## src/rtl/demux_pkg.sv

```systemverilog
// Shared widths and the slot word type for the 1-to-8 registered word distributor.
package demux_pkg;
  localparam int unsigned DATA_W  = 32;
  localparam int unsigned NUM_OUT = 8;
  localparam int unsigned SEL_W   = 3;
  localparam int unsigned BE_W    = 4;
  localparam int unsigned CNT_W   = 16;

  typedef logic [DATA_W-1:0] word_t;
endpackage

```

## src/rtl/demux_slot.sv

```systemverilog
// One holding register with dirty flag and consumer clear.
// Byte-enable writes are selected by the DEMUX_BYTE_EN macro; otherwise full-word writes.
module demux_slot
  import demux_pkg::*;
(
  input  logic            clk,
  input  logic            rst_n,
  input  logic            wr_en,
  input  word_t           wr_data,
  input  logic [BE_W-1:0] wr_be,
  input  logic            clr,
  output word_t           data,
  output logic            dirty
);

`ifndef DEMUX_BYTE_EN
  logic unused_be;
  assign unused_be = ^wr_be;
`endif

  always_ff @(posedge clk or negedge rst_n) begin
    if (!rst_n) begin
      data  <= '0;
      dirty <= 1'b0;
    end else begin
      if (wr_en) begin
`ifdef DEMUX_BYTE_EN
        for (int unsigned i = 0; i < BE_W; i++) begin
          if (wr_be[i]) data[8*i +: 8] <= wr_data[8*i +: 8];
        end
`else
        data <= wr_data;
`endif
      end
      // A write in the same cycle as a clear leaves the slot dirty.
      if (wr_en)    dirty <= 1'b1;
      else if (clr) dirty <= 1'b0;
    end
  end

endmodule

```

## src/rtl/demux1t8_32_reg.sv

```systemverilog
// Registered 1-to-8 word distributor: select decode, ready mux and accept counter.
// Optional byte-enable writes under the DEMUX_BYTE_EN macro.
module demux1t8_32_reg #(
  parameter int unsigned DATA_W  = demux_pkg::DATA_W,
  parameter int unsigned NUM_OUT = demux_pkg::NUM_OUT
) (
  input  logic                          clk,
  input  logic                          rst_n,
  input  logic                          in_valid,
  output logic                          in_ready,
  input  logic [demux_pkg::SEL_W-1:0]   in_sel,
  input  logic [DATA_W-1:0]             in_data,
  input  logic [demux_pkg::BE_W-1:0]    in_be,
  output logic [DATA_W*NUM_OUT-1:0]     out_data,
  output logic [NUM_OUT-1:0]            out_dirty,
  input  logic [NUM_OUT-1:0]            out_clr,
  output logic [demux_pkg::CNT_W-1:0]   acc_cnt
);
  import demux_pkg::*;

  logic               accept;
  logic [NUM_OUT-1:0] dirty;

  assign in_ready  = ~dirty[in_sel];
  assign accept    = in_valid & in_ready;
  assign out_dirty = dirty;

  for (genvar k = 0; k < NUM_OUT; k++) begin : g_slot
    demux_slot u_slot (
      .clk     (clk),
      .rst_n   (rst_n),
      .wr_en   (accept && (in_sel == SEL_W'(k))),
      .wr_data (in_data),
      .wr_be   (in_be),
      .clr     (out_clr[k]),
      .data    (out_data[k*DATA_W +: DATA_W]),
      .dirty   (dirty[k])
    );
  end

  always_ff @(posedge clk or negedge rst_n) begin
    if (!rst_n)      acc_cnt <= '0;
    else if (accept) acc_cnt <= acc_cnt + CNT_W'(1);
  end

endmodule

```

## config.mk

```make
export PLATFORM = sky130hd
export DESIGN_NAME = demux1t8_32_reg
export DESIGN_NICKNAME = d
export VERILOG_FILES = /design/src/rtl/demux_pkg.sv /design/src/rtl/demux_slot.sv /design/src/rtl/demux1t8_32_reg.sv
export SDC_FILE = /design/constraint.sdc
export NUM_CORES = 1
export LEC_CHECK = 0
export ABC_AREA = 1
export BUFFER_PORTS_ARGS = -buffer_cell sky130_fd_sc_hd__buf_4
export CAP_MARGIN = 15
export CORE_MARGIN = 8
export CORE_UTILIZATION = 45
export DETAILED_ROUTE_END_ITERATION = 7
export GPL_TIMING_DRIVEN = 0
export PLACE_DENSITY = 0.67
export SYNTH_ARGS = -nofsm -noshare
export SYNTH_HDL_FRONTEND = slang
export SYNTH_SLANG_ARGS = --single-unit
```

## constraint.sdc

```tcl
create_clock -name clk -period 3.75 [get_ports clk]
set_clock_uncertainty 0.2 [all_clocks]
set_input_delay 0.1875 -clock clk [delete_from_list [all_inputs] [get_ports clk]]
set_output_delay 0.1875 -clock clk [all_outputs]
set_load 0.1 [all_outputs]
```

==> results of run 1 <==
[through the flow]
stage / hold WS [ns] / cells / instance area, µm²
2_1_floorplan: -0.308 / 1232 / 11500
3_3_place_gp: 0.169 / 1886 / 14300
3_5_place_dp: 0.0275 / 1888 / 14400
4_1_cts: 0.0396 / 1989 / 15900
5_1_grt: 0.0910 / 1989 / 15900
6_report: 0.0253 / 1989 / 15900
[flip-flops by register name (all words and copies together), names as in the netlist]
name                 flops
g_slot.u_slot.data     256
acc_cnt                 16
g_slot.u_slot.dirty      8
[worst min-delay path by stage]
| stage | from | slack [ns] | to |
|---|---|---|---|
| 2_1_floorplan | rst_n | -0.31 | acc_cnt[0] |
| 3_3_place_gp | out_clr[1] | 0.17 | g_slot[1].u_slot.dirty |
| 3_5_place_dp | rst_n | 0.03 | g_slot[6].u_slot.data[15] |
| 4_1_cts | rst_n | 0.04 | g_slot[6].u_slot.data[15] |
| 5_1_grt | rst_n | 0.09 | g_slot[6].u_slot.data[16] |
| 6_report | rst_n | 0.03 | g_slot[6].u_slot.data[16] |
[power by group through the flow]
stage,clock network (mW),registers (mW),logic [mW]
3_5_place_dp,0,4.19,7.24
6_report,3.08,4.16,7.25
5_1_grt,3.26,4.22,7.49
3_3_place_gp,0,4.18,7.18
4_1_cts,3.12,4.15,7.28
2_1_floorplan,0,8.93,0.755
[cell type report]
type                            instances  area, µm²
Buffer                                 96        611
Clock buffer                           36        802
Clock inverter                         18        221
Fill cell                            2183       9230
Inverter                               54        203
Multi-Input combinational cell        802       3650
Sequential cell                       280       7010
Tap cell                              330        413
Timing Repair Buffer                  373       2970
[routing by layer]
metal	vias up	global-route usage [%]	share of wire, %
met1	5184	34.8	42
met3	64	7.54	9.2
met2	438	40.6	46
met5	-	0	0
li1	4888	-	-
met4	0	8.94	3.0
[layout by cell type (no fill, tap or decap), types with 22 or more instances in the layout]
| cell type | count |
|---|---|
| nand2_1 | 462 |
| buf_4 | 340 |
| dfrtp_1 | 280 |
| nand4_1 | 138 |
| o21ai_1 | 112 |
| inv_1 | 52 |
| dlygate4sd3_1 | 47 |
| buf_2 | 29 |
| clkbuf_16 | 29 |
| o21ai_0 | 28 |
| nand3_1 | 27 |
| clkbuf_1 | 22 |
[what timing repair did]
item / 4_1_cts / 5_1_grt
hold buffers: 47 / 0
hold endpoints to repair: 352 / 0
setup endpoints to repair: 0 / 0
[critical path: stages]
cell and delay, ns:
dlygate4sd3_1 0.56, buf_4 0.15, buf_4 0.16, nand2_1 0.06
nand2_1 0.05, nand2_1 0.05, nand3_1 0.08, nand2_1 0.13
buf_6 0.18, buf_2 0.29, buf_4 0.35
[cells by family after synthesis]
kind of cell / after synthesis
flops: 280
xor+xnor: 7
simple gates: 654
buf+inv: 150
compound gates: 140
fa+ha+maj: 1
==> results.cfg, run 1 <==
[sta]
slew_viol_final = 0
setup-tns-final_ns = 0
fin_ws_ns = 1.13
fin_crit_sh_pct = 69.9
setup_viol = 0
max-slew-margin-rel_pct = 57.0
hold_violations = 0
rsz0062_at_grt = false
max_freq_ghz = 0.381
tightest_slew_ns = 0.644
min_period_ns = 2.62

[setup_path]
startpoint_type = input port
r2r-start = g_slot[4].u_slot.dirty
crit_required_ns = 3.36
criticalPathCategory = input port to primary output
timing.rr.end = g_slot[0].u_slot.data[7]
cp.arrival_ns = 2.24
reg2reg_depth = 10
reg2reg_slack_ns = 1.89
crit_start = in_sel[0]
cp-end-kind = primary output
cp_max_fo = 10
endpoint = in_ready

[detailed_routing]
wirelength_um = 41100
drt-vias-per-instance = 5.32
vias = 10600
dr.pass1.iters = 5
wire_per_inst_um = 20.7
ant_nets = 0
drc = 0
drtIter0Drc = 901

[power_and_ir_drop]
power.total_mw = 14.5
power_leakage_nw = 8.35
vdd_ir_drop_max_mv = 0.690
sw_frac_of_total_pct = 53.1
p_switching_mw = 7.69
pwr-share-comb_pct = 50.0
p_per_area_nw_per_um2 = 913
power_frac_seq_pct = 28.7
clkPwrFrac_pct = 21.3
cell_internal_pwr_mw = 6.80

[synthesis]
synthMuxAreaShare_pct = 0
synth_edf_count = 0
synthXorXnorAreaFrac_pct = 0.534
synthAdderAreaFrac_pct = 0.109
synth_warnings = 0
synth_top_area_share_pct = 61.1
synth_area_um2 = 11500
synth_compound_area_share_pct = 6.11
synthSimpleGateAreaFrac_pct = 25.1
ys.flop_type = dfrtp_1
async_flop_share_pct = 100
ys_types = 22
netlist_instances = 1232
synthesis.nets = 1283
yosys_register_bits = 280
synth.most_common_cell = nand2_1
synth.area.top_cells = dfrtp_1, nand2_1, nand4_1, o21ai_1, buf_6
synth_top_family_by_area = simple AND/OR/NAND/NOR gates
yosysTopAreaCell = dfrtp_1
synthTopCellsByCount = nand2_1, dfrtp_1, nand4_1, o21ai_1, inv_1
synth_area_per_cell_um2 = 9.31
ys_seq_area_share_pct = 61.1

[cells_and_area]
syn2layout_area_growth_pct = 38.4
drive_above_1_share_pct = 27.3
final_core_util_pct = 63.2
fin_nets = 1687
antenna_cells = 0

[global_route]
grt_max_degree = 102
grt_use_total_pct = 26.2
grt_pass1_wl_um = 63600
grt-ovfl-total = 0
grt_pass1_vias = 10700
antenna_found_initial = 0

[cts]
cts_tree = yes
path_clk_slew_ns = 0.06
htreeDepth = 1
clk_latency_ns = 0.55
cts_sinks = 280
postCtsSetupRepairBufs = 0
numCtsBuffers = 29
ctsResizeCount = 0
root_buffer = clkbuf_16
cts_buffer_depth = 3

[outcome]
outcome = complete, no violations

[die]
fp.dieW_um = 176
core_um2 = 25100
ioPinCount = 331
dieArea_um2 = 30900
die_y_um = 176
initial_utilization_pct = 45.7
num_rows = 58

[placed_design]
hpwl_um = 29800
pre_cts_ws_ns = 1.59
place.gp.congestion = 0.823
portBuffers = 324

[job]
maxCapViolations = 0

[worst_hold_path]
hold_class = input port to asynchronous set/reset pin
Power figures use the tool's default switching activity.
==> run 2: changes to the inputs <==
==> constraint.sdc (replaced) <==
create_clock -name clk -period 2.7 [get_ports clk]
set_clock_uncertainty 0.2 [all_clocks]
set_input_delay 0.135 -clock clk [delete_from_list [all_inputs] [get_ports clk]]
set_output_delay 0.135 -clock clk [all_outputs]
set_load 0.1 [all_outputs]
==> run 2 against run 1 <==
Net effect:
- register-to-register slack lost 1.0 ns
- critical path depth decreased by 3
- largest cell class unchanged
- cell area about the same
- sequential power rose by 39%
- count of clock-buffer cells in the layout did not move
- combinational power rose by 39%
- non-clock buffer count increased by 1
- worst setup slack worse by 0.96 ns
- sequential share of layout area about the same
- clock power grew 39%
- flip-flop and latch count is the same
==> results.cfg, run 2 (same netlist as run 1, synthesis figures left out) <==
[detailed_routing]
drtIter0Drc = 942
vias = 10600
wire_per_inst_um = 20.7
drc = 0
dr.pass1.iters = 5
drt-vias-per-instance = 5.31
ant_nets = 0
wirelength_um = 41200

[cts]
numCtsBuffers = 29
cts_tree = yes
htreeDepth = 1
clk_latency_ns = 0.56
cts_buffer_depth = 3
root_buffer = clkbuf_16
path_clk_slew_ns = 0.06
cts_sinks = 280

[cells_and_area]
stdcell_area_um2 = 15900
layout_common_cells = nand2_1, buf_4, dfrtp_1, nand4_1, o21ai_1
antenna_cells = 0
final_core_util_pct = 63.3
multi_input_area_um2 = 3650
syn2layout_area_growth_pct = 38.5
reg_top3 = g_slot.u_slot.data: 256 flops, acc_cnt: 16 flops, g_slot.u_slot.dirty: 8 flops
drive_above_1_share_pct = 27.3
largest_register_ffs = 256
largest_register = g_slot.u_slot.data
layout_commonest_cell = nand2_1
final_cells = 1990
fillerInstances = 2176
fin_nets = 1688
ff_latch_area_um2 = 7010

[sta]
rsz0062_at_grt = false
fin_crit_sh_pct = 93.6
slew_viol_final = 0
fin_ws_ns = 0.171
hold_violations = 0
setup_viol = 0
min_period_ns = 2.53
tightest_slew_ns = 0.647
max-slew-margin-rel_pct = 56.9
setup-tns-final_ns = 0
hold_ws_ns = 0.113
max_freq_ghz = 0.395

[placed_design]
pre_cts_ws_ns = 0.593
placed_area_um2 = 14400
hpwl_um = 29800
place.gp.congestion = 0.823
post-place-cells = 1888
portBuffers = 324

[setup_path]
criticalPathCategory = register to primary output
crit_required_ns = 2.37
cp.arrival_ns = 2.19
startpoint_type = register
cp_max_fo = 10
cp-end-kind = primary output

[power_and_ir_drop]
power.total_mw = 20.1
p_per_area_nw_per_um2 = 1270
power_leakage_nw = 8.35
vdd_ir_drop_max_mv = 1.07

[global_route]
grt_pass1_vias = 10700
grt_pass1_wl_um = 63700
grt-ovfl-total = 0
antenna_found_initial = 0
grt_max_degree = 102
grt_use_total_pct = 26.2

[worst_hold_path]
hold_class = input port to register

[die]
die_y_um = 176
num_rows = 58
initial_utilization_pct = 45.7
dieArea_um2 = 30900
fp.dieW_um = 176
core_um2 = 25100
ioPinCount = 331

[job]
maxCapViolations = 0

[outcome]
outcome = complete, no violations
[run 2: area by class of cell]
class                      count  area share (%)
multi-input combinational    802            23.0
clock buffer                  36            5.05
timing repair buffer         374            18.7
tap                          330            2.60
clock inverter                18            1.39
buffer                        96            3.84
sequential                   280            44.1
inverter                      54            1.28
[run 2: metal layers]
| metal | up-vias | track usage [%] | routed length (µm) |
|---|---|---|---|
| met2 | 453 | 40.6 | 18800 |
| met3 | 67 | 7.41 | 3790 |
| li1 | 4887 | - | - |
| met4 | 0 | 9.04 | 1260 |
| met5 | - | 0 | 0 |
| met1 | 5160 | 34.9 | 17300 |
[run 2: final timing paths]
| kind | startpoint | endpoint | slack (ns) | depth (start not counted) |
|---|---|---|---|---|
| setup / recovery | g_slot[4].u_slot.dirty | in_ready | 0.17 | 8 |
| hold / removal | out_clr[2] | g_slot[2].u_slot.dirty | 0.11 | 3 |
| setup reg to reg | g_slot[4].u_slot.dirty | g_slot[0].u_slot.data[7] | 0.84 | 10 |
| hold reg to reg | g_slot[3].u_slot.data[20] | g_slot[3].u_slot.data[20] | 0.27 | 2 |
| max in group asynchronous | rst_n | g_slot[5].u_slot.data[29] | 0.83 | 4 |
| min in group asynchronous | rst_n | g_slot[6].u_slot.data[16] | 0.52 | 3 |
[run 2: repair_timing]
action,CTS,global route
endpoints found under the setup margin,0,21
hold endpoints to repair,542,0
buffers inserted,0,0
hold buffers,49,0
resized for setup,0,0
[run 2: critical path, stage by stage (launching register included)]
cell and delay [ns]:
dfrtp_1 0.43, nand2_1 0.09, nand2_1 0.05, nand2_1 0.05, nand3_1 0.08, nand2_1 0.13
buf_6 0.18, buf_2 0.28, buf_4 0.35
[run 2: where the power goes]
group          total, mW  switching, mW  internal, mW  leakage (nW)
clock               4.28           1.70          2.58         0.514
combinational       10.1           8.33          1.75          4.28
sequential          5.77          0.654          5.12          3.55
==> run 3: changes to the inputs <==
--- a/config.mk
+++ b/config.mk
@@ -5,14 +5,15 @@
 export SDC_FILE = /design/constraint.sdc
 export NUM_CORES = 1
 export LEC_CHECK = 0
-export ABC_AREA = 1
 export BUFFER_PORTS_ARGS = -buffer_cell sky130_fd_sc_hd__buf_4
 export CAP_MARGIN = 15
+export CELL_PAD_IN_SITES_DETAIL_PLACEMENT = 2
+export CELL_PAD_IN_SITES_GLOBAL_PLACEMENT = 2
 export CORE_MARGIN = 8
-export CORE_UTILIZATION = 45
+export CORE_UTILIZATION = 35
 export DETAILED_ROUTE_END_ITERATION = 7
 export GPL_TIMING_DRIVEN = 0
-export PLACE_DENSITY = 0.67
+export PLACE_DENSITY = 0.76
 export SYNTH_ARGS = -nofsm -noshare
 export SYNTH_HDL_FRONTEND = slang
 export SYNTH_SLANG_ARGS = --single-unit
==> run 3 against run 2 <==
Net effect:
- global-route usage is 6.2 points lower
- maximum frequency is 2.5% lower
- final cell count is 25% lower
- hold slack better by 0.027 ns
- first-iteration DRC count is 77% lower
- register-to-register slack worse by 0.73 ns
- worst setup slack worse by 0.064 ns
- sequential share of layout area is 1.2 points higher
- synthesized cell count is 47% lower
==> results.cfg, run 3 <==
[outcome]
outcome = complete, no violations

[setup_path]
cp.depth = 7
criticalPathCategory = register to primary output
timing.rr.end = g_slot[3].u_slot.data[10]
crit_path_max_incr_delay_ns = 0.40
cp_max_fo = 10
startpoint_type = register
crit_chain = mux2_2 -> nor3b_2 -> nor4_4 -> buf_6 -> buf_6 -> inv_1 -> buf_6
cp_num_buf_inv = 4
cp_top_family = buffers and inverters
cp-end-kind = primary output
cpMostUsedCell = buf_6
r2r-start = g_slot[3].u_slot.dirty
crit_required_ns = 2.37
cp.arrival_ns = 2.26
crit_slowest_cell = dfrtp_1
endpoint = in_ready
reg2reg_slack_ns = 0.11
reg2reg_depth = 5
crit_start = g_slot[3].u_slot.dirty

[detailed_routing]
wirelength_um = 37800
drc = 0
ant_nets = 0
vias = 7269
drt-vias-per-instance = 4.87
wire_per_inst_um = 25.3
dr.pass1.iters = 4
drtIter0Drc = 213

[global_route]
antenna_found_initial = 2
grt-ovfl-total = 0
grt_pass1_vias = 8308
grt_max_degree = 115
grt_pass1_wl_um = 55900
grt_use_total_pct = 20.1

[cells_and_area]
syn2layout_area_growth_pct = 43.5
layout_common_cells = buf_4, dfrtp_1, mux2_2, mux2_1, dlygate4sd3_1
largest_register = g_slot.u_slot.data
multi_input_area_um2 = 3500
fin_nets = 1124
fillerInstances = 2859
ff_latch_area_um2 = 7010
reg_top3 = g_slot.u_slot.data: 256 flops, acc_cnt: 16 flops, g_slot.u_slot.dirty: 8 flops
layout_commonest_cell = buf_4
drive_above_1_share_pct = 53.8
largest_register_ffs = 256

[cts]
path_clk_slew_ns = 0.06
cts_sinks = 280
htreeDepth = 1
numCtsBuffers = 31
cts_tree = yes
root_buffer = clkbuf_16
clk_latency_ns = 0.56
cts_buffer_depth = 3

[die]
ioPinCount = 331
core_um2 = 30400
dieArea_um2 = 36600
fp.dieW_um = 191
num_rows = 64
die_y_um = 191
initial_utilization_pct = 35.4

[synthesis]
synth_area_per_cell_um2 = 16.3
synth_area_um2 = 10800
synth.most_common_cell = dfrtp_1
synth_compound_area_share_pct = 0.883
ys_seq_area_share_pct = 65.1
synth_warnings = 0
synthTopCellsByCount = dfrtp_1, mux2_2, mux2_1, buf_4, xor2_1
synth_top_area_share_pct = 65.1
synthesis.nets = 710
ys_types = 30
synthAdderAreaFrac_pct = 0.116
yosys_register_bits = 280
yosysTopAreaCell = dfrtp_1
synthXorXnorAreaFrac_pct = 1.22
synth.area.top_cells = dfrtp_1, mux2_2, mux2_1, buf_4, xor2_1
synthSimpleGateAreaFrac_pct = 3.22
synthMuxAreaShare_pct = 27.0
synth_edf_count = 0
synth_top_family_by_area = multiplexers
ys.flop_type = dfrtp_1
netlist_instances = 659
async_flop_share_pct = 100

[sta]
rsz0062_at_grt = true
tightest_slew_ns = 0.791
fin_crit_sh_pct = 96.0
min_period_ns = 2.59
setup_viol = 0
setup-tns-final_ns = 0
hold_violations = 0
slew_viol_final = 0
max-slew-margin-rel_pct = 47.3
max_freq_ghz = 0.386

[placed_design]
hpwl_um = 25400
portBuffers = 324
place.gp.congestion = 0.727

[job]
maxCapViolations = 0

[worst_hold_path]
hold_class = input port to register
-- run 3: kinds of logic after synthesis --
family,Yosys count
AO/OA/AOI/OAI,11
adder cells (fa/ha/maj),1
buffers and inverters,48
multiplexers,258
AND/OR/NAND/NOR,46
flip-flops,280
XOR/XNOR,15
-- run 3: per-stage QoR --
stage	hold slack (ns)	setup WS, ns	area (µm²)	util, %	std cells
4_1_cts	0.0778	0.0262	15400	50.6	1488
3_3_place_gp	0.117	-1.26	13700	45.0	1379
2_1_floorplan	-0.361	0.322	10800	-	659
3_5_place_dp	-0.0788	-0.127	13800	45.2	1381
5_1_grt	0.174	-0.0134	15500	50.8	1494
6_report	0.140	0.108	15500	50.8	1494
-- run 3: worst min-delay path by stage --
stage,from,endpoint,slack [ns],cells after the start
5_1_grt,in_sel[2],g_slot[3].u_slot.data[0],0.17,4
2_1_floorplan,rst_n,acc_cnt[0],-0.36,0
3_5_place_dp,rst_n,g_slot[7].u_slot.data[26],-0.08,1
4_1_cts,in_sel[2],g_slot[4].u_slot.data[0],0.08,4
6_report,in_sel[2],g_slot[3].u_slot.data[0],0.14,4
3_3_place_gp,out_clr[7],g_slot[7].u_slot.dirty,0.12,2
-- run 3: tightest hold or removal path, stage by stage --
cell     delay, ns
buf_4         0.12
nor3b_2       0.06
nand3_1       0.32
mux2_2        0.22
-- run 3: per-layer routing --
layer	up-vias	global-route usage [%]	routed length [µm]
met4	2	6.34	1190
met2	224	36.7	20100
met1	3838	22.7	14200
met5	-	0	13
met3	61	4.91	2270
li1	3144	-	-
-- run 3: cell type report --
| type | count | area share, % |
|---|---|---|
| clock buffer | 44 | 5.85 |
| multi-input combinational | 331 | 22.7 |
| timing repair buffer | 381 | 19.6 |
| sequential | 280 | 45.3 |
| buffer | 38 | 1.66 |
| inverter | 10 | 0.243 |
| antenna | 1 | 0.0162 |
| tap | 396 | 3.21 |
| clock inverter | 13 | 1.42 |
-- run 3: repair_timing --
action                     CTS  global route
hold buffers                46             0
buffers inserted             4             5
resized for setup           10             2
hold endpoints to repair   547             0
pin swaps                    4             2
setup endpoints to repair  175            46
Power of run 3 is not shown: default switching activity piles up to over one toggle a cycle in this logic, so the estimate is an artifact.
